--- src/rtl/aes_input_interface_pkg.sv ---
// ----------------------------------------------------------------------------
// aes_if_pkg
// Shared definitions for the AES byte-serial input front end.
//  - BLOCK_BYTES / LAST_BYTE_IDX : AES-128 block geometry.
//  - state_e                     : 2-bit FSM encoding (IDLE, PEND, ISSUE, WAIT).
//  - shift_in_byte()             : MSB-first byte order shared with the output
//                                  stage. The first byte of a block ends up in
//                                  bits [127:120].
// ----------------------------------------------------------------------------
package aes_if_pkg;

    localparam int         BLOCK_BYTES   = 16;
    localparam logic [4:0] LAST_BYTE_IDX = 5'd15;

    typedef enum logic [1:0] {
        ST_IDLE  = 2'd0,
        ST_PEND  = 2'd1,
        ST_ISSUE = 2'd2,
        ST_WAIT  = 2'd3
    } state_e;

    // Older bytes move toward the MSB. After 16 shifts, byte 0 is in [127:120].
    function automatic logic [127:0] shift_in_byte(input logic [127:0] blk,
                                                   input logic [7:0]   b);
        return {blk[119:0], b};
    endfunction

endpackage

--- src/rtl/aes_input_interface_if.sv ---
// ----------------------------------------------------------------------------
// aes_input_interface_if
// Byte-input and block-output bundle of the AES input front end.
//  master : byte source / output stage / round transformer side.
//  slave  : aes_input_interface itself.
// ----------------------------------------------------------------------------
interface aes_input_interface_if;

    logic [7:0]   data_in;
    logic         data_valid;
    logic         key_sel;
    logic         output_read;
    logic         in_ready;
    logic [127:0] plaintext;
    logic [127:0] key;
    logic         key_valid;
    logic         start;
    logic         busy;

    modport master (
        output data_in, data_valid, key_sel, output_read,
        input  in_ready, plaintext, key, key_valid, start, busy
    );

    modport slave (
        input  data_in, data_valid, key_sel, output_read,
        output in_ready, plaintext, key, key_valid, start, busy
    );

endinterface

--- src/rtl/aes_byte_collector.sv ---
// ----------------------------------------------------------------------------
// aes_byte_collector
// Assembles accepted bytes into 128-bit blocks and tracks which stream
// (key or plaintext) the current partial block belongs to.
//  clk, rst_        : clock, asynchronous active-low reset
//  byte_i           : input byte
//  accept_i         : byte_i is consumed this cycle
//  key_sel_i        : stream of byte_i (1 = key)
//  block_done_o     : this accepted byte completes a block (combinational)
//  block_is_key_o   : stream of the completing block
//  block_o          : the completed block, valid with block_done_o
// ----------------------------------------------------------------------------
module aes_byte_collector
    import aes_if_pkg::*;
(
    input  logic         clk,
    input  logic         rst_,
    input  logic [7:0]   byte_i,
    input  logic         accept_i,
    input  logic         key_sel_i,
    output logic         block_done_o,
    output logic         block_is_key_o,
    output logic [127:0] block_o
);

    logic [127:0] sr_q,  sr_d;
    logic [4:0]   cnt_q, cnt_d;
    logic         sel_q, sel_d;
    logic         done_s;

    // Collector state register.
    always_ff @(posedge clk or negedge rst_) begin
        if (!rst_) begin
            sr_q  <= 128'd0;
            cnt_q <= 5'd0;
            sel_q <= 1'b0;
        end else begin
            sr_q  <= sr_d;
            cnt_q <= cnt_d;
            sel_q <= sel_d;
        end
    end

    // Byte counting, stream tracking and mixed-stream restart.
    always_comb begin
        sr_d   = sr_q;
        cnt_d  = cnt_q;
        sel_d  = sel_q;
        done_s = 1'b0;
        if (accept_i) begin
            sr_d = shift_in_byte(sr_q, byte_i);
            // A first byte, or a byte from the other stream, opens a new block.
            // The stale partial bytes left in sr are shifted out before completion.
            if ((cnt_q == 5'd0) || (key_sel_i != sel_q)) begin
                cnt_d = 5'd1;
                sel_d = key_sel_i;
            end else if (cnt_q == LAST_BYTE_IDX) begin
                cnt_d  = 5'd0;
                done_s = 1'b1;
            end else begin
                cnt_d = cnt_q + 5'd1;
            end
        end else begin
            sr_d  = sr_q;
            cnt_d = cnt_q;
        end
    end

    assign block_done_o   = done_s;
    assign block_is_key_o = sel_q;
    assign block_o        = shift_in_byte(sr_q, byte_i);

endmodule

--- src/rtl/aes_input_interface.sv ---
// ----------------------------------------------------------------------------
// aes_input_interface
// Byte-serial front end of the AES engine. It collects 16-byte key and
// plaintext blocks and issues a one-cycle start once both are held. Further
// input is blocked until the output stage reports readout.
//  clk  : system clock
//  rst_ : asynchronous active-low reset
//  bus  : aes_input_interface_if.slave, which carries data_in, data_valid,
//         key_sel, output_read, in_ready, plaintext, key, key_valid, start
//         and busy.
// ----------------------------------------------------------------------------
module aes_input_interface
    import aes_if_pkg::*;
(
    input  logic                  clk,
    input  logic                  rst_,
    aes_input_interface_if.slave  bus
);

    state_e       state_q, state_d;
    logic         in_ready_q, in_ready_d;
    logic         start_q, start_d;
    logic         busy_q, busy_d;
    logic         key_valid_q, key_valid_d;
    logic [127:0] key_q, key_d;
    logic [127:0] pt_q, pt_d;

    logic         in_ready_s;
    logic         accept_s;
    logic         blk_done_s;
    logic         blk_is_key_s;
    logic [127:0] blk_s;

    // In PEND only key bytes pass, so in_ready follows key_sel combinationally.
    assign in_ready_s = (state_q == ST_PEND) ? bus.key_sel : in_ready_q;
    assign accept_s   = bus.data_valid & in_ready_s;

    aes_byte_collector u_collector (
        .clk            (clk),
        .rst_           (rst_),
        .byte_i         (bus.data_in),
        .accept_i       (accept_s),
        .key_sel_i      (bus.key_sel),
        .block_done_o   (blk_done_s),
        .block_is_key_o (blk_is_key_s),
        .block_o        (blk_s)
    );

    // FSM state and registered outputs.
    always_ff @(posedge clk or negedge rst_) begin
        if (!rst_) begin
            state_q     <= ST_IDLE;
            in_ready_q  <= 1'b1;
            start_q     <= 1'b0;
            busy_q      <= 1'b0;
            key_valid_q <= 1'b0;
            key_q       <= 128'd0;
            pt_q        <= 128'd0;
        end else begin
            state_q     <= state_d;
            in_ready_q  <= in_ready_d;
            start_q     <= start_d;
            busy_q      <= busy_d;
            key_valid_q <= key_valid_d;
            key_q       <= key_d;
            pt_q        <= pt_d;
        end
    end

    // Next-state logic.
    always_comb begin
        state_d = state_q;
        case (state_q)
            ST_IDLE: begin
                if (blk_done_s && !blk_is_key_s) begin
                    state_d = key_valid_q ? ST_ISSUE : ST_PEND;
                end else begin
                    state_d = ST_IDLE;
                end
            end
            ST_PEND: begin
                if (blk_done_s && blk_is_key_s) begin
                    state_d = ST_ISSUE;
                end else begin
                    state_d = ST_PEND;
                end
            end
            ST_ISSUE: state_d = ST_WAIT;
            ST_WAIT: begin
                if (bus.output_read) begin
                    state_d = ST_IDLE;
                end else begin
                    state_d = ST_WAIT;
                end
            end
            default: state_d = ST_IDLE;
        endcase
    end

    // Moore outputs are derived from the next state so they register in step with it.
    always_comb begin
        in_ready_d = (state_d == ST_IDLE) || (state_d == ST_PEND);
        start_d    = (state_d == ST_ISSUE);
        busy_d     = (state_d == ST_ISSUE) || (state_d == ST_WAIT);
    end

    // Block latching. No bytes are accepted while busy, so key and plaintext stay stable under the engine.
    always_comb begin
        key_d       = key_q;
        pt_d        = pt_q;
        key_valid_d = key_valid_q;
        if (blk_done_s) begin
            if (blk_is_key_s) begin
                key_d       = blk_s;
                key_valid_d = 1'b1;
            end else begin
                pt_d = blk_s;
            end
        end else begin
            key_d = key_q;
            pt_d  = pt_q;
        end
    end

    assign bus.in_ready  = in_ready_s;
    assign bus.plaintext = pt_q;
    assign bus.key       = key_q;
    assign bus.key_valid = key_valid_q;
    assign bus.start     = start_q;
    assign bus.busy      = busy_q;

endmodule
--- src/flat_wrapper.sv ---
// flat-port wrapper written by rule: the top's interface ports become plain ports
module aes_input_interface_flat import aes_if_pkg::*;
  (clk, rst_, bus_data_in, bus_data_valid, bus_key_sel, bus_output_read, bus_in_ready, bus_plaintext, bus_key, bus_key_valid, bus_start, bus_busy);
  aes_input_interface_if bus_i ();
  input  logic clk;
  input  logic rst_;
  input wire logic [$bits(bus_i.data_in)-1:0] bus_data_in;
  input wire logic [$bits(bus_i.data_valid)-1:0] bus_data_valid;
  input wire logic [$bits(bus_i.key_sel)-1:0] bus_key_sel;
  input wire logic [$bits(bus_i.output_read)-1:0] bus_output_read;
  output wire logic [$bits(bus_i.in_ready)-1:0] bus_in_ready;
  output wire logic [$bits(bus_i.plaintext)-1:0] bus_plaintext;
  output wire logic [$bits(bus_i.key)-1:0] bus_key;
  output wire logic [$bits(bus_i.key_valid)-1:0] bus_key_valid;
  output wire logic [$bits(bus_i.start)-1:0] bus_start;
  output wire logic [$bits(bus_i.busy)-1:0] bus_busy;
  assign bus_i.data_in = bus_data_in;
  assign bus_i.data_valid = bus_data_valid;
  assign bus_i.key_sel = bus_key_sel;
  assign bus_i.output_read = bus_output_read;
  assign bus_in_ready = bus_i.in_ready;
  assign bus_plaintext = bus_i.plaintext;
  assign bus_key = bus_i.key;
  assign bus_key_valid = bus_i.key_valid;
  assign bus_start = bus_i.start;
  assign bus_busy = bus_i.busy;
  aes_input_interface u_core (.clk(clk), .rst_(rst_), .bus(bus_i));
endmodule
--- config.mk ---
export PLATFORM = sky130hd
export DESIGN_NAME = aes_input_interface_flat
export DESIGN_NICKNAME = d
export VERILOG_FILES = /design/src/rtl/aes_input_interface_pkg.sv /design/src/rtl/aes_input_interface_if.sv /design/src/rtl/aes_byte_collector.sv /design/src/rtl/aes_input_interface.sv /design/src/flat_wrapper.sv
export SDC_FILE = /design/constraint.sdc
export NUM_CORES = 1
export LEC_CHECK = 0
export ABC_AREA = 1
export BUFFER_PORTS_ARGS = -buffer_cell sky130_fd_sc_hd__clkbuf_2
export CAP_MARGIN = 20
export CORE_MARGIN = 2
export CORE_UTILIZATION = 34
export CTS_CLUSTER_SIZE = 25
export DETAILED_ROUTE_END_ITERATION = 8
export SETUP_SLACK_MARGIN = 0.4
export SLEW_MARGIN = 20
export SYNTH_ARGS = -nofsm -noshare
export SYNTH_HDL_FRONTEND = slang
export SYNTH_SLANG_ARGS = --single-unit
--- constraint.sdc ---
create_clock -name clk -period 3.6 [get_ports clk]
set_clock_uncertainty 0.15 [all_clocks]
set_input_delay 0.54 -clock clk [delete_from_list [all_inputs] [get_ports clk]]
set_output_delay 0.54 -clock clk [all_outputs]
set_load 0.01 [all_outputs]
**Word level (Yosys, flattened, before mapping)**

Cells that the tools add are included.
W data, S select, Z words.

- Add/sub/neg operators: 1
- $mul: 0
- Divide/modulo/power cells: 0
- Order comparisons: 0
- Eq/ne operators: 8
- Shift operators: 0
- Mux-type cells: 11
- Bitwise logic cells: 2
- Reduce and logical (&&, ||, !) cells: 12

Operator list:

| operator | number |
|---|---|
| $mux W5 | 2 |
| $eq A2 B2 Y1 const B | 4 |
| $mux W2 | 4 |
| $pmux W2 S4 | 1 |
| $reduce_and A2 Y1 | 3 |
| $add A5 B1 Y5 const B | 1 |
| $eq A5 B4 Y1 const B | 1 |
| $logic_not A5 Y1 | 1 |
| $eq A2 B1 Y1 const B | 2 |
| $logic_not A2 Y1 | 2 |
| $mux W1 | 4 |
| $logic_or A1 B1 Y1 | 3 |
| $logic_and A1 B1 Y1 | 2 |
| $and A1 B1 Y1 | 1 |
| $logic_not A1 Y1 | 1 |
| $ne A1 B1 Y1 | 1 |
| $not A1 Y1 | 1 |

- Flip-flop bits (word level): 388
- Latch bits: 0
- RAM bits: 0
- ROM bits: 0
- Output and inout port bits: 260
- Logic and storage cells: 44
- Memories: 0

**Logic depth before layout (Yosys ltp)**

Gate-level depths: netlist of the first run.

- Word-level depth: 9
- Depth in mapped cells: 13
- Gate-level depth less buffers: 12

**By module**

From an unflattened synthesis of the first run, not the netlist that was laid out.

- Cells, all modules: 1,495
- Area total of the unflattened synthesis: 14,971.9 µm²

By module, submodules not included:

| module | times used | cells each | area each (µm²) |
|---|---|---|---|
| aes_input_interface | 1 | 987 | 10,082.2 |
| aes_byte_collector | 1 | 508 | 4,889.7 |

**Worst setup path after synthesis of the first run**

No wires, ideal clock.

- Path type: input to register
- Start point: in bus_key_sel
- End point: reg u_core.key_q[106] (netlist: u_core.bus.key[106])
- Arrival time: 1.470 ns
- Data required time: 3.332 ns
- Slack: 1.862 ns
- Cell stages on the path: 9
- Path buffers: 2
- Cells stage by stage: inv_1 nand3_1 nand2_1 nor2_8 nand3_4 buf_6 buf_2 nand2_1 o21ai_2

- Word-level cells in the longest chain between the ends: 5
- Elaborated cells between the ends (all ways): 7
- Classes of those cells: 1 x eq/ne; 3 x mux; 1 x bitwise; 2 x reduce/logical

Ends and longest elaborated chain:

| element | line | text |
|---|---|---|
| from (decl) | flat_wrapper.sv:9 | `input wire logic [$bits(bus_i.key_sel)-1:0] bus_key_sel;` |
| $ne A1 B1 Y1 | aes_byte_collector.sv:54 | `if ((cnt_q == 5'd0) \|\| (key_sel_i != sel_q)) begin` |
| $logic_or A1 B1 Y1 | aes_byte_collector.sv:54 |  |
| $mux W1 | aes_byte_collector.sv:54 |  |
| $mux W1 * | aes_byte_collector.sv:50 | `if (accept_i) begin` |
| $reduce_and A2 Y1 (no source line) * | - |  |
| to (signal assigned) | aes_input_interface.sv:65 | `key_q <= key_d;` |
| to (decl) | aes_input_interface.sv:25 | `logic [127:0] key_q, key_d;` |

Mark *: on every way between the ends. The rest lies on a longest branch, timed or not.
A chain may end at the register's enable or synchronous reset.

**Worst setup path after layout of the first run**

- Start point: reg u_core.u_collector.cnt_q[0]
- End point: reg u_core.pt_q[40] (netlist: u_core.bus.plaintext[40])

- Word-level cells in the longest chain between the ends: 5
- Elaborated cells between the ends (all ways): 7
- Classes of those cells: 1 x eq/ne; 3 x mux; 3 x reduce/logical

Ends and longest elaborated chain:

| element | line | text |
|---|---|---|
| from (decl) | aes_byte_collector.sv:27 | `logic [4:0] cnt_q, cnt_d;` |
| from (signal assigned) | aes_byte_collector.sv:39 | `cnt_q <= cnt_d;` |
| $eq A5 B4 Y1 / $logic_not A5 Y1 (equally long branches) | aes_byte_collector.sv:57, aes_byte_collector.sv:54 |  |
| $mux W1 / $logic_or A1 B1 Y1 (equally long branches) | aes_byte_collector.sv:57, aes_byte_collector.sv:54 |  |
| $mux W1 * | aes_byte_collector.sv:54 |  |
| $mux W1 * | aes_byte_collector.sv:50 |  |
| $reduce_and A2 Y1 (no source line) * | - |  |
| to (signal assigned) | aes_input_interface.sv:66 | `pt_q <= pt_d;` |
| to (decl) | aes_input_interface.sv:26 | `logic [127:0] pt_q, pt_d;` |

Marks and branches as above.

==> results of run 1 <==
## power by group through the flow
stage                     clock network, uW  logic (uW)  registers [uW]
final                                  4280        1680            5470
after global routing                   4590        1960            5560
after CTS                              4410        1730            5480
after detailed placement                  0        1710            5550
after global placement                    0        1680            5540
after floorplan                           0        1120            5430
## stage by stage
stage / total power, uW / instance area [um2]
finish: 11400 / 18000
global route: 12100 / 18000
CTS: 11600 / 18000
detailed placement: 7270 / 16600
global placement: 7220 / 16600
floorplan: 6550 / 14800
## registers in the layout, indices dropped and copies added, names as in the netlist
| name | count |
|---|---|
| u_core.state_q | 1 |
| u_core.bus.start | 1 |
| u_core.bus.key | 128 |
| u_core.u_collector.cnt_q | 5 |
| u_core.u_collector.block_is_key_o | 1 |
| u_core.u_collector.sr_q | 120 |
| u_core.bus.plaintext | 128 |
| u_core.bus.busy | 1 |
| u_core.bus.key_valid | 1 |
| u_core.in_ready_q | 1 |
## placed cells by master (no fill, tap or decap), types with 2 or more instances in the layout
cell type / count
sky130_fd_sc_hd__nand3_1: 3
sky130_fd_sc_hd__nor2_8: 2
sky130_fd_sc_hd__o21ai_1: 153
sky130_fd_sc_hd__clkinvlp_4: 4
sky130_fd_sc_hd__clkinv_2: 6
sky130_fd_sc_hd__nand2_2: 4
sky130_fd_sc_hd__a21oi_1: 6
sky130_fd_sc_hd__o21ai_2: 89
sky130_fd_sc_hd__clkbuf_16: 42
sky130_fd_sc_hd__clkbuf_2: 271
sky130_fd_sc_hd__nand3_4: 2
sky130_fd_sc_hd__buf_12: 12
sky130_fd_sc_hd__o21ai_0: 138
sky130_fd_sc_hd__inv_1: 145
sky130_fd_sc_hd__clkbuf_1: 8
sky130_fd_sc_hd__dfrtp_1: 386
sky130_fd_sc_hd__clkbuf_8: 8
sky130_fd_sc_hd__nand2_1: 389
sky130_fd_sc_hd__inv_6: 2
sky130_fd_sc_hd__nor2_1: 7
sky130_fd_sc_hd__ha_1: 2
sky130_fd_sc_hd__inv_2: 2
sky130_fd_sc_hd__buf_4: 8
sky130_fd_sc_hd__nand4_1: 2
sky130_fd_sc_hd__bufinv_16: 3
## final timing paths
| path | start | endpoint |
|---|---|---|
| max | u_core.u_collector.cnt_q[0] | u_core.bus.plaintext[40] |
| min reg2reg | u_core.u_collector.sr_q[45] | u_core.u_collector.sr_q[53] |
| min in group asynchronous | rst_ | u_core.bus.key[122] |
| max reg2reg | u_core.u_collector.cnt_q[0] | u_core.bus.plaintext[40] |
| max in group asynchronous | rst_ | u_core.bus.plaintext[118] |
| min | bus_key_sel | u_core.u_collector.block_is_key_o |
## worst reg2reg max path: cells and delay by family (launching register included)
kind / cells / cell delay [ns]
DFF: 1 / 0.37
and+or+nand+nor: 6 / 0.89
AOI/OAI and AO/OA: 1 / 0.07
buffers and inverters: 3 / 0.52
adders and majority gates: 1 / 0.21
## cell families after synthesis
| group | share of synthesized area, % |
|---|---|
| compound gates | 15.4 |
| xor+xnor | 0.0591 |
| fa+ha+maj | 0.169 |
| buf+inv | 8.08 |
| flops | 65.3 |
| simple gates | 11.0 |
## per-layer routing
| layer | global-route usage (%) | vias to the layer above | share of wire, % |
|---|---|---|---|
| met4 | 5.43 | 0 | 2.3 |
| met2 | 24.7 | 199 | 47 |
| met3 | 3.68 | 55 | 5.1 |
| met1 | 21.7 | 4993 | 46 |
| met5 | 0 | - | 0 |
| li1 | - | 5047 | - |
## area by class of cell
type	instances	area [um2]
clock buffers	58	1190
clock inverters	16	184
well taps	585	732
inverters	147	552
multi-input cells	801	3950
fillers	4279	25100
repair buffers	293	1680
flip-flops and latches	387	9690
==> metrics.md, run 1 <==
| Metric | Value |
|---|---|
| Count of unique library cells instantiated by Yosys | 25 |
| Clk sinks | 387 |
| Start-to-end type of the worst setup path | reg -> reg |
| Placer congestion estimate | 0.755 |
| Final setup fails | 0 |
| Slowest cell on the critical path | sky130_fd_sc_hd__dfrtp_1 |
| Post-route non-filler standard cell count | 2,287 |
| Max-capacitance violation count | 0 |
| Outcome | completed |
| Number of global-route vias before repair | 10.4k |
| Critical Path AT | 2.61 ns |
| Worst Setup Slack, final | 1.25 ns |
| Setup repair after global routing missed its margin | false |
| Post-synthesis sequential element count | 387 |
| Net count after synthesis | 1,433 |
| Horizontal extent of the die | between 200 and 250 um |
| Family of cells with the greatest summed delay on the critical path | simple AND/OR/NAND/NOR gates |
| Net Switching | 3400 uW |
| EDFF count, synth | 0 |
| Cell with the most instances after synthesis | sky130_fd_sc_hd__nand2_1 |
| Sequential share of the synthesized area | 65.3% |
| Initial Utilization | 34.4% |
| Buffering stage count on the worst path with inverters included | 3 |
| Critical path launch point type | flop |
| Total of buffers placed on input and output ports | ~270 |
| Relative contribution of sequential cells to total power | 47.9% |
| Maximum fanout along the worst path | 102 |
| Row Count | 76 |
| Upper clock frequency limit | 426 MHz |
| Vias after detailed routing | 10.3k |
| Number of buffers inserted for hold repair after clock tree synthesis | 1 |
| Number of instances in the synthesized netlist | between 1k and 1.5k |
| Post-CTS setup buffers | 0 |
| Predominant post-synthesis flop cell | sky130_fd_sc_hd__dfrtp_1 |
| Share of power burned in the clock network | 37.5% |
| Number of stages on the worst hold path | 3 |
| Clock slew seen by the registers of the worst setup and hold paths | ~0.060 ns |
| Cell types with the highest counts after synthesis | sky130_fd_sc_hd__nand2_1, sky130_fd_sc_hd__dfrtp_1, sky130_fd_sc_hd__o21ai_1, sky130_fd_sc_hd__inv_1, sky130_fd_sc_hd__o21ai_0 |
| Global-route wire length before repair | 56.8 mm |
| Max-slew violation count | 0 |
| Total number of yosys warnings | 0 |
| Leak Pwr | 0.00881 uW |
| WL per Instance | 15.4 um |
| Post-synth top area share | 65.1% |
| Count of cells along the worst register-to-register path | 11 |
| Worst vdd ir | between 0.3 and 0.4 mV |
| Dpl hpwl | approximately 24 mm |
| CTS tree | built |
| Aggregate global routing overflow | 0 |
| Gates resized, CTS repair | 0 |
| Cell type with the largest total area after synthesis | sky130_fd_sc_hd__dfrtp_1 |
| Time the final worst path needs with I/O delays and setup | 2.35 ns |
| H-tree depth | 2 |
| Worst hold slack | roughly 0.076 ns |
| GRT Util Overall | between 10% and 20% |
| Total iterations of the first detailed-routing run | 5 |
| Endpoints failing hold | 0 |
| Required arrival time at the worst endpoint | 3.87 ns |
| Final routed DRC violation total | 0 |
| Overall routed net length | 35.3 mm |
| Pre-CTS setup slack | 1.12 ns |
| Full die area | 45,300 um2 |
| Clk Latency, worst-skew pair | ~0.56 ns |
| Largest stage delay on the critical path | 0.37 ns |
| Placed cell count | 2,212 |
| DIE HEIGHT | 213 um |
| Crit share post-route | roughly two thirds |
| Gate power share | between 10% and 20% |
| Number of antenna-violating nets in the routed design | 0 |
| Mean instance size in the synthesized netlist | 10.5 um2 |
| Power per cell area | 636 nW/um2 |
| Syn Std Cell Area | 14,800 um2 |
| Proportion of register bits with asynchronous set or reset after synthesis | 100% |
| Buffers from clock root to sink, at most | 3 |
| Number of antenna violations at the first check in global routing | 0 |
| Worst-Margin Slew | 0.765 ns |
| Number of diodes added for antenna fixing | 0 |
| Register-to-register setup slack | about 1.3 ns |
| Slew Limit Headroom | 49.0% |
| TritonCTS Buffers | 42 |
| Area of the core | between 40,000 and 50,000 um2 |
| Final core area utilization | a little over two fifths |
| Proportion of total power due to net switching | between 20% and 30% |
| Routed via count divided by cell count | ~4.5 |
| Share of layout cells above drive strength 1 | between 20 and 30% |
| Post-synthesis to final-layout area growth | 21.2% |
| Cell count along the critical path | 11 |
| Design internal power | 8030 uW |
| NumNets Final | 1,687 |
| Area contributors post-synth | sky130_fd_sc_hd__dfrtp_1, sky130_fd_sc_hd__nand2_1, sky130_fd_sc_hd__o21ai_2, sky130_fd_sc_hd__o21ai_1, sky130_fd_sc_hd__o21ai_0 |
| Largest net degree at the start of global routing | 123 |
| Path type of the worst min-delay path | in -> reg |
| CP Capture Type | flop |
| Clk Tree Root Cell | sky130_fd_sc_hd__clkbuf_16 |
| Setup TNS | 0 ns |
| Cell chain of the critical path | inv_1, ha_1, inv_1, nor2_1, nand2_1, nand2_4, nor2_8, nand3_4, buf_12, nand2_1, o21ai_1 |
| Number of DRC markers in iteration 0 | 725 |
| Ports | roughly 270 |
No activity file was read; power rests on OpenSTA's default activity.
==> inputs of run 2 (changes only) <==
- clock period: 3.6 -> 1.9 ns (I/O delays scaled with it)
==> run 2 against run 1 <==
The flow now finishes with violations (negative setup slack). Total power up 99%. Clock power up 87%. Cell count up 5.1%. Register-to-register slack worse by 1.4 ns. Cell area up 12%. Sequential power up 90%. Highest routed layer unchanged.
==> metrics.md, run 2 (synthesis gave the netlist of run 1 again) <==
| Metric | Value |
|---|---|
| Highest-count cells in the layout ignoring fill and taps | sky130_fd_sc_hd__dfrtp_1, sky130_fd_sc_hd__nand2_1, sky130_fd_sc_hd__clkbuf_2, sky130_fd_sc_hd__o21ai_1, sky130_fd_sc_hd__inv_1 |
| Maximum fanout along the worst path | 12 (-88%) |
| CP Capture Type | flop |
| Total of buffers placed on input and output ports | 272 (unchanged) |
| Initial Utilization | 34.4% (unchanged) |
| Pre-CTS setup slack | -0.0567 ns (-1.18 ns) |
| H-tree depth | 2 (unchanged) |
| Largest stage delay on the critical path | 0.39 ns (+0.02 ns) |
| Share of power burned in the clock network | 35.1% (-2.4 points) |
| Area of the core | 43,100 um2 (unchanged) |
| GRT Util Overall | 17.6% (+1.8 points) |
| Setup TNS | -5.54 ns (-5.54 ns) |
| Cell chain of the critical path | inv_2, ha_4, inv_2, nor2_1, nand2_1, nand2_4, nor2_8, nand3_4, buf_12, buf_4, buf_16, nand2_1, o21ai_1 |
| Number of diodes added for antenna fixing | 0 (unchanged) |
| Overall routed net length | 41.0 mm (+16%) |
| Horizontal extent of the die | 213 um (unchanged) |
| Setup repair after global routing missed its margin | true |
| Share of layout cells above drive strength 1 | 37.9% (+11 points) |
| Row Count | 76 (unchanged) |
| Crit share post-route | 105% (+40 points) |
| Number of antenna-violating nets in the routed design | 0 (unchanged) |
| Leak Pwr | 0.00990 uW (+12%) |
| Worst Setup Slack, final | -0.103 ns (-1.36 ns) |
| Dpl hpwl | 25.6 mm (+8.1%) |
| Max-capacitance violation count | 0 (unchanged) |
| Global-route wire length before repair | 62.8 mm (+10%) |
| Final setup fails | 139 (+139) |
| Violated checks | negative setup slack |
| Placer congestion estimate | 0.766 (+1.4%) |
| Proportion of total power due to net switching | 30.5% (+0.74 points) |
| Required arrival time at the worst endpoint | 2.18 ns (-1.69 ns) |
| Final routed DRC violation total | 0 (unchanged) |
| Power per cell area | 1130 nW/um2 (+78%) |
| Number of antenna violations at the first check in global routing | 0 (unchanged) |
| Total iterations of the first detailed-routing run | 5 (unchanged) |
| Start-to-end type of the worst setup path | reg -> reg |
| Clk Latency, worst-skew pair | 0.55 ns (about the same) |
| Path type of the worst min-delay path | in -> reg |
| Number of global-route vias before repair | 11.3k (+8.4%) |
| Outcome | finished with violations |
| Time the final worst path needs with I/O delays and setup | 2.00 ns (-0.344 ns) |
| Clk Tree Root Cell | sky130_fd_sc_hd__clkbuf_16 |
| Largest net degree at the start of global routing | 72 (-41%) |
| TritonCTS Buffers | 44 (+4.8%) |
| Filler instances | 4,006 (-6.4%) |
| Relative contribution of sequential cells to total power | 45.6% (-2.3 points) |
| Most frequent standard cell in the layout excluding fill and tap cells | sky130_fd_sc_hd__dfrtp_1 |
| DIE HEIGHT | 213 um (unchanged) |
| Slew Limit Headroom | 68.5% (+19 points) |
| Critical Path AT | 2.29 ns (-0.32 ns) |
| Net Switching | 6940 uW (+100%) |
| Routed via count divided by cell count | 4.64 (+3.1%) |
| Number of DRC markers in iteration 0 | 641 (-12%) |
| Clock slew seen by the registers of the worst setup and hold paths | 0.06 ns (about the same) |
| Post-synthesis to final-layout area growth | 35.9% |
| Gate power share | 19.3% (+4.6 points) |
| Upper clock frequency limit | 499 MHz (+17%) |
| Vias after detailed routing | 11.2k (+8.4%) |
| Max-slew violation count | 0 (unchanged) |
| Aggregate global routing overflow | 0 (unchanged) |
| Ports | 273 (unchanged) |
| Buffers from clock root to sink, at most | 3 (unchanged) |
| Endpoints failing hold | 0 (unchanged) |
| Design internal power | 15,800 uW (+97%) |
| Worst-Margin Slew | 0.473 ns (-0.292 ns) |
| Slowest cell on the critical path | sky130_fd_sc_hd__dfrtp_1 |
| Worst vdd ir | 0.671 mV (+100%) |
| Full die area | 45,300 um2 (unchanged) |
| CTS tree | built |
| NumNets Final | 1,805 (+7.0%) |
| WL per Instance | 17.0 um (+10%) |
| Critical path launch point type | flop |
| Clk sinks | 387 (unchanged) |
run 2: changes by cell type in the layout (fill, tap and decap cells not counted), sizes merged:
cell         before  now
inv             149  150
clkinv            7    5
clkinvlp          4    1
bufinv            3    0
clkbuf          329  344
dlygate4sd3       1   11
buf              21  116
bufbuf            0    4
run 2: power by group through the flow:
stage / Clock [uW] / Combinational, uW / Sequential (uW)
after floorplan: 0 / 2150 / 10300
after global placement: 0 / 3430 / 10400
after detailed placement: 0 / 3490 / 10500
after CTS: 8240 / 4170 / 10400
after global routing: 8560 / 4970 / 10500
final: 7990 / 4390 / 10400
run 2: final cells by class:
| class | instances | area [um2] | share of cell area [%] |
|---|---|---|---|
| sequential | 387 | 9690 | 48.0 |
| multi-input combinational | 801 | 4400 | 21.8 |
| timing repair buffer | 409 | 3430 | 17.0 |
| clock buffer | 66 | 1290 | 6.42 |
| tap | 585 | 732 | 3.63 |
| inverter | 147 | 552 | 2.74 |
| clock inverter | 9 | 62.6 | 0.310 |
run 2: critical path, delay by kind of cell, from the launching register on:
kind / cells / cell delay (ns)
AO/OA/AOI/OAI: 1 / 0.08
AND/OR/NAND/NOR: 6 / 0.53
adder cells (fa/ha/maj): 1 / 0.15
buffers and inverters: 5 / 0.58
flip-flops: 1 / 0.39
run 2: what timing repair did:
item                                    CTS  global route
resized for setup                       127           104
cloned                                   15            10
hold buffers                             11             0
hold endpoints to repair                413             0
endpoints found under the setup margin  647           647
buffers inserted                         17            13
pin swaps                                 3             7
run 2: through the flow:
step                area (um2)  total power, uW  utilization, %  std cells  hold WS [ns]
floorplan                14900            12400               -       1418        -0.161
global placement         17100            13900            39.7       2263        0.0949
detailed placement       17100            13900            39.7       2263        0.0960
CTS                      19500            22800            45.3       2381       0.00146
global route             20200            24100            46.8       2404        0.0755
finish                   20200            22800            46.8       2404        0.0557
run 2: path summary, 6_finish.rpt:
| check | endpoint | depth (start not counted) | slack (ns) | startpoint |
|---|---|---|---|---|
| setup / recovery | u_core.bus.key[0] | 13 | -0.10 | u_core.u_collector.cnt_q[0] |
| hold / removal | u_core.u_collector.cnt_q[4] | 6 | 0.06 | bus_key_sel |
| setup reg to reg | u_core.bus.key[0] | 13 | -0.10 | u_core.u_collector.cnt_q[0] |
| hold reg to reg | u_core.u_collector.sr_q[48] | 2 | 0.33 | u_core.u_collector.sr_q[40] |
| max in group asynchronous | u_core.bus.key[57] | 3 | 0.75 | rst_ |
| min in group asynchronous | u_core.bus.plaintext[113] | 2 | 0.11 | rst_ |
run 2: routing by layer:
layer  GRT usage (%)  vias to the layer above  wire [um]
met4            6.15                        0        854
li1                -                     5298          -
met1            24.1                     5534      18300
met5               0                        -          0
met3            3.12                       52       1870
met2            28.3                      272      20000
==> inputs of run 3 (changes only) <==
- CORE_MARGIN: 2 -> 10
- SKIP_LAST_GASP: default -> 1
==> run 3 against run 2 <==
The flow still finishes with violations (negative setup slack). Combinational power decreased by 13%. Cell count decreased by 0.92%. Register-to-register slack improved by 0.06 ns. Hold slack improved by 0.0035 ns. Fmax increased by 2.8%. Global-route usage decreased by 2.9 points. First-iteration DRC count increased by 13%. Sequential share of layout area increased by 1.9 points. Wire length increased by 0.71%. Sequential cell count unchanged. Clock power increased by 0.5%. Critical endpoint is now u_core.bus.plaintext[20]. Largest cell class unchanged. Largest power group unchanged.
==> metrics.md, run 3 (synthesis gave the netlist of run 1 again) <==
| Metric | Value |
|---|---|
| Relative contribution of sequential cells to total power | 46.6% (+1.0 points) |
| Start-to-end type of the worst setup path | reg -> reg |
| Number of global-route vias before repair | 11.1k (-1.0%) |
| Largest stage delay on the critical path | 0.38 ns (about the same) |
| Largest net degree at the start of global routing | 61 (-15%) |
| Clk Tree Root Cell | sky130_fd_sc_hd__clkbuf_16 |
| Number of stages on the worst hold path | 6 (unchanged) |
| Leak Pwr | 0.00952 uW (-3.9%) |
| Worst Setup Slack, final | -0.0479 ns (+0.0550 ns) |
| CP Capture Type | flop |
| Gate power share | 17.3% (-2.0 points) |
| Count of cells along the worst register-to-register path | 12 (-1) |
| Hold endpoint | u_core.u_collector.cnt_q[4] |
| Required arrival time at the worst endpoint | 2.18 ns (about the same) |
| Power consumption | 22,200 uW (-2.3%) |
| Cell chain of the critical path | inv_2, ha_4, inv_2, nor2_2, nand2_1, nand2_4, nor2_8, nand3_2, buf_6, clkbuf_16, nand2_1, o21ai_1 |
| Design internal power | 15,500 uW (-1.9%) |
| Overall routed net length | 41.2 mm (+0.71%) |
| Vias after detailed routing | 11.0k (-1.8%) |
| Dpl hpwl | 27.8 mm (+8.4%) |
| Buffers from clock root to sink, at most | 3 (unchanged) |
| Register-to-register setup slack | -0.05 ns (+0.06 ns) |
| Violated checks | negative setup slack |
| Pre-CTS setup slack | -0.0557 ns (+0.00106 ns) |
| Row Count | 76 (unchanged) |
| Total iterations of the first detailed-routing run | 7 (+2) |
| DIE HEIGHT | 229 um (+7.5%) |
| GRT Util Overall | 14.7% (-2.9 points) |
| Worst-Margin Slew | 0.447 ns (-0.0259 ns) |
| Worst hold slack | 0.0593 ns (+0.00352 ns) |
| Most frequent standard cell in the layout excluding fill and tap cells | sky130_fd_sc_hd__dfrtp_1 |
| Power per cell area | 1150 nW/um2 (+1.5%) |
| Aggregate global routing overflow | 0 (unchanged) |
| Number of antenna violations at the first check in global routing | 1 (+1) |
| Slew Limit Headroom | 70.2% (+1.7 points) |
| Initial Utilization | 34.4% (unchanged) |
| Highest-count cells in the layout ignoring fill and taps | sky130_fd_sc_hd__dfrtp_1, sky130_fd_sc_hd__nand2_1, sky130_fd_sc_hd__clkbuf_2, sky130_fd_sc_hd__o21ai_1, sky130_fd_sc_hd__inv_1 |
| Area of the core | 43,100 um2 (unchanged) |
| Setup repair after global routing missed its margin | true |
| Total of buffers placed on input and output ports | 272 (unchanged) |
| Share of layout cells above drive strength 1 | 32.8% (-5.1 points) |
| H-tree depth | 2 (unchanged) |
| Proportion of total power due to net switching | 30.2% (-0.29 points) |
| Max-slew violation count | 0 (unchanged) |
| Ports | 273 (unchanged) |
| Worst vdd ir | 0.658 mV (-2.0%) |
| Path type of the worst min-delay path | in -> reg |
| Slowest cell on the critical path | sky130_fd_sc_hd__dfrtp_1 |
| Number of DRC markers in iteration 0 | 725 (+13%) |
| Share of power burned in the clock network | 36.1% (+1.0 points) |
| Placer congestion estimate | 0.761 (-0.59%) |
| Upper clock frequency limit | 513 MHz (+2.8%) |
| Crit share post-route | 103% (-2.9 points) |
| Final core area utilization | 45.0% (-1.8 points) |
| Critical path launch point type | flop |
| Family of cells with the greatest summed delay on the critical path | simple AND/OR/NAND/NOR gates |
| Start of the worst register-to-register path | u_core.u_collector.cnt_q[1] |
| Horizontal extent of the die | 229 um (+7.5%) |
| Final setup fails | 62 (-55%) |
| Clk Latency, worst-skew pair | 0.55 ns (about the same) |
| Global-route wire length before repair | 62.6 mm (-0.31%) |
| Number of antenna-violating nets in the routed design | 0 (unchanged) |
| Net Switching | 6710 uW (-3.3%) |
| Clock slew seen by the registers of the worst setup and hold paths | 0.06 ns (about the same) |
| Critical Path AT | 2.23 ns (-0.06 ns) |
| Hold path startpoint | bus_key_sel |
| Post-synthesis to final-layout area growth | 30.8% |
| Maximum fanout along the worst path | 16 (+4) |
| Buffering stage count on the worst path with inverters included | 4 (-1) |
| Max-capacitance violation count | 0 (unchanged) |
| CTS tree | built |
| TritonCTS Buffers | 42 (-4.5%) |
| Time the final worst path needs with I/O delays and setup | 1.95 ns (-0.0550 ns) |
| Endpoints failing hold | 0 (unchanged) |
| Final routed DRC violation total | 0 (unchanged) |
| Clk sinks | 387 (unchanged) |
| NumNets Final | 1,784 (-1.2%) |
| WL per Instance | 17.3 um (+1.6%) |
| Outcome | finished with violations |
| Full die area | 52,400 um2 (+16%) |
| Routed via count divided by cell count | 4.60 (-0.88%) |
| Capturing point of the worst reg2reg path | u_core.bus.plaintext[20] |
## run 3: cell types whose count changed in the layout (fill, tap and decap cells not counted), sizes merged
cell	change
clkbuf	-2
bufbuf	-3
buf	-19
bufinv	+2
inv	-2
diode	+1
clkinvlp	+1
clkinv	-1
nand3	+1
## run 3: per-layer routing
| layer | routed length, um | track usage [%] | part of all wire [%] |
|---|---|---|---|
| met2 | 20300 | 24.2 | 49 |
| met1 | 17800 | 18.8 | 43 |
| met4 | 976 | 5.07 | 2.4 |
| met5 | 0 | 0 | 0 |
| met3 | 2230 | 3.40 | 5.4 |
## run 3: cell type report
class                      count  area (um2)
antenna                        1        2.50
clock buffer                  62        1240
clock inverter                 9         108
fill                        4106       23700
inverter                     147         552
multi-input combinational    802        4160
sequential                   387        9690
tap                          585         732
timing repair buffer         389        2920
## run 3: metrics by stage
stage	instance area [um2]	std cells	setup TNS [ns]
after floorplan	14900	1418	0
after global placement	17200	2267	-0.426
after detailed placement	17200	2267	-1.55
after CTS	18800	2357	-2.24
after global routing	19400	2382	-24.96
final	19400	2382	-1.09
## run 3: worst reg2reg max path, cell delays in order, from the launching register on
cell                        delay, ns
sky130_fd_sc_hd__dfrtp_1         0.38
sky130_fd_sc_hd__inv_2           0.07
sky130_fd_sc_hd__ha_4            0.15
sky130_fd_sc_hd__inv_2           0.04
sky130_fd_sc_hd__nor2_2          0.03
sky130_fd_sc_hd__nand2_1         0.09
sky130_fd_sc_hd__nand2_4         0.08
sky130_fd_sc_hd__nor2_8          0.16
sky130_fd_sc_hd__nand3_2         0.19
sky130_fd_sc_hd__buf_6           0.20
sky130_fd_sc_hd__clkbuf_16       0.18
sky130_fd_sc_hd__nand2_1         0.06
sky130_fd_sc_hd__o21ai_1         0.06
## run 3: worst max-delay path by stage
stage,slack [ns],endpoint,from,depth (start not counted)
2_1_floorplan,0.19,u_core.bus.plaintext[10],u_core.u_collector.cnt_q[1],12
3_3_place_gp,-0.02,u_core.bus.plaintext[2],u_core.u_collector.cnt_q[1],10
3_5_place_dp,-0.06,u_core.bus.plaintext[55],u_core.u_collector.cnt_q[1],12
4_1_cts,-0.07,u_core.bus.plaintext[90],u_core.u_collector.cnt_q[1],12
5_1_grt,-0.22,u_core.bus.key[4],u_core.u_collector.cnt_q[0],11
6_report,-0.05,u_core.bus.plaintext[20],u_core.u_collector.cnt_q[1],12
## run 3: repair_timing
| action | 4_1_cts | 5_1_grt |
|---|---|---|
| hold buffers | 11 | 0 |
| hold endpoints to repair | 413 | 0 |
| cloned | 2 | 13 |
| setup endpoints to repair | 647 | 647 |
| pin swaps | 2 | 4 |
| buffers inserted | 6 | 11 |
| resized for setup | 9 | 72 |
## run 3: power groups by stage
stage / Clock [uW] / Sequential [uW] / Combinational [uW]
after floorplan: 0 / 10300 / 2150
after global routing: 8620 / 10500 / 4360
after CTS: 8270 / 10300 / 3700
after global placement: 0 / 10500 / 3490
after detailed placement: 0 / 10500 / 3550
final: 8030 / 10400 / 3840
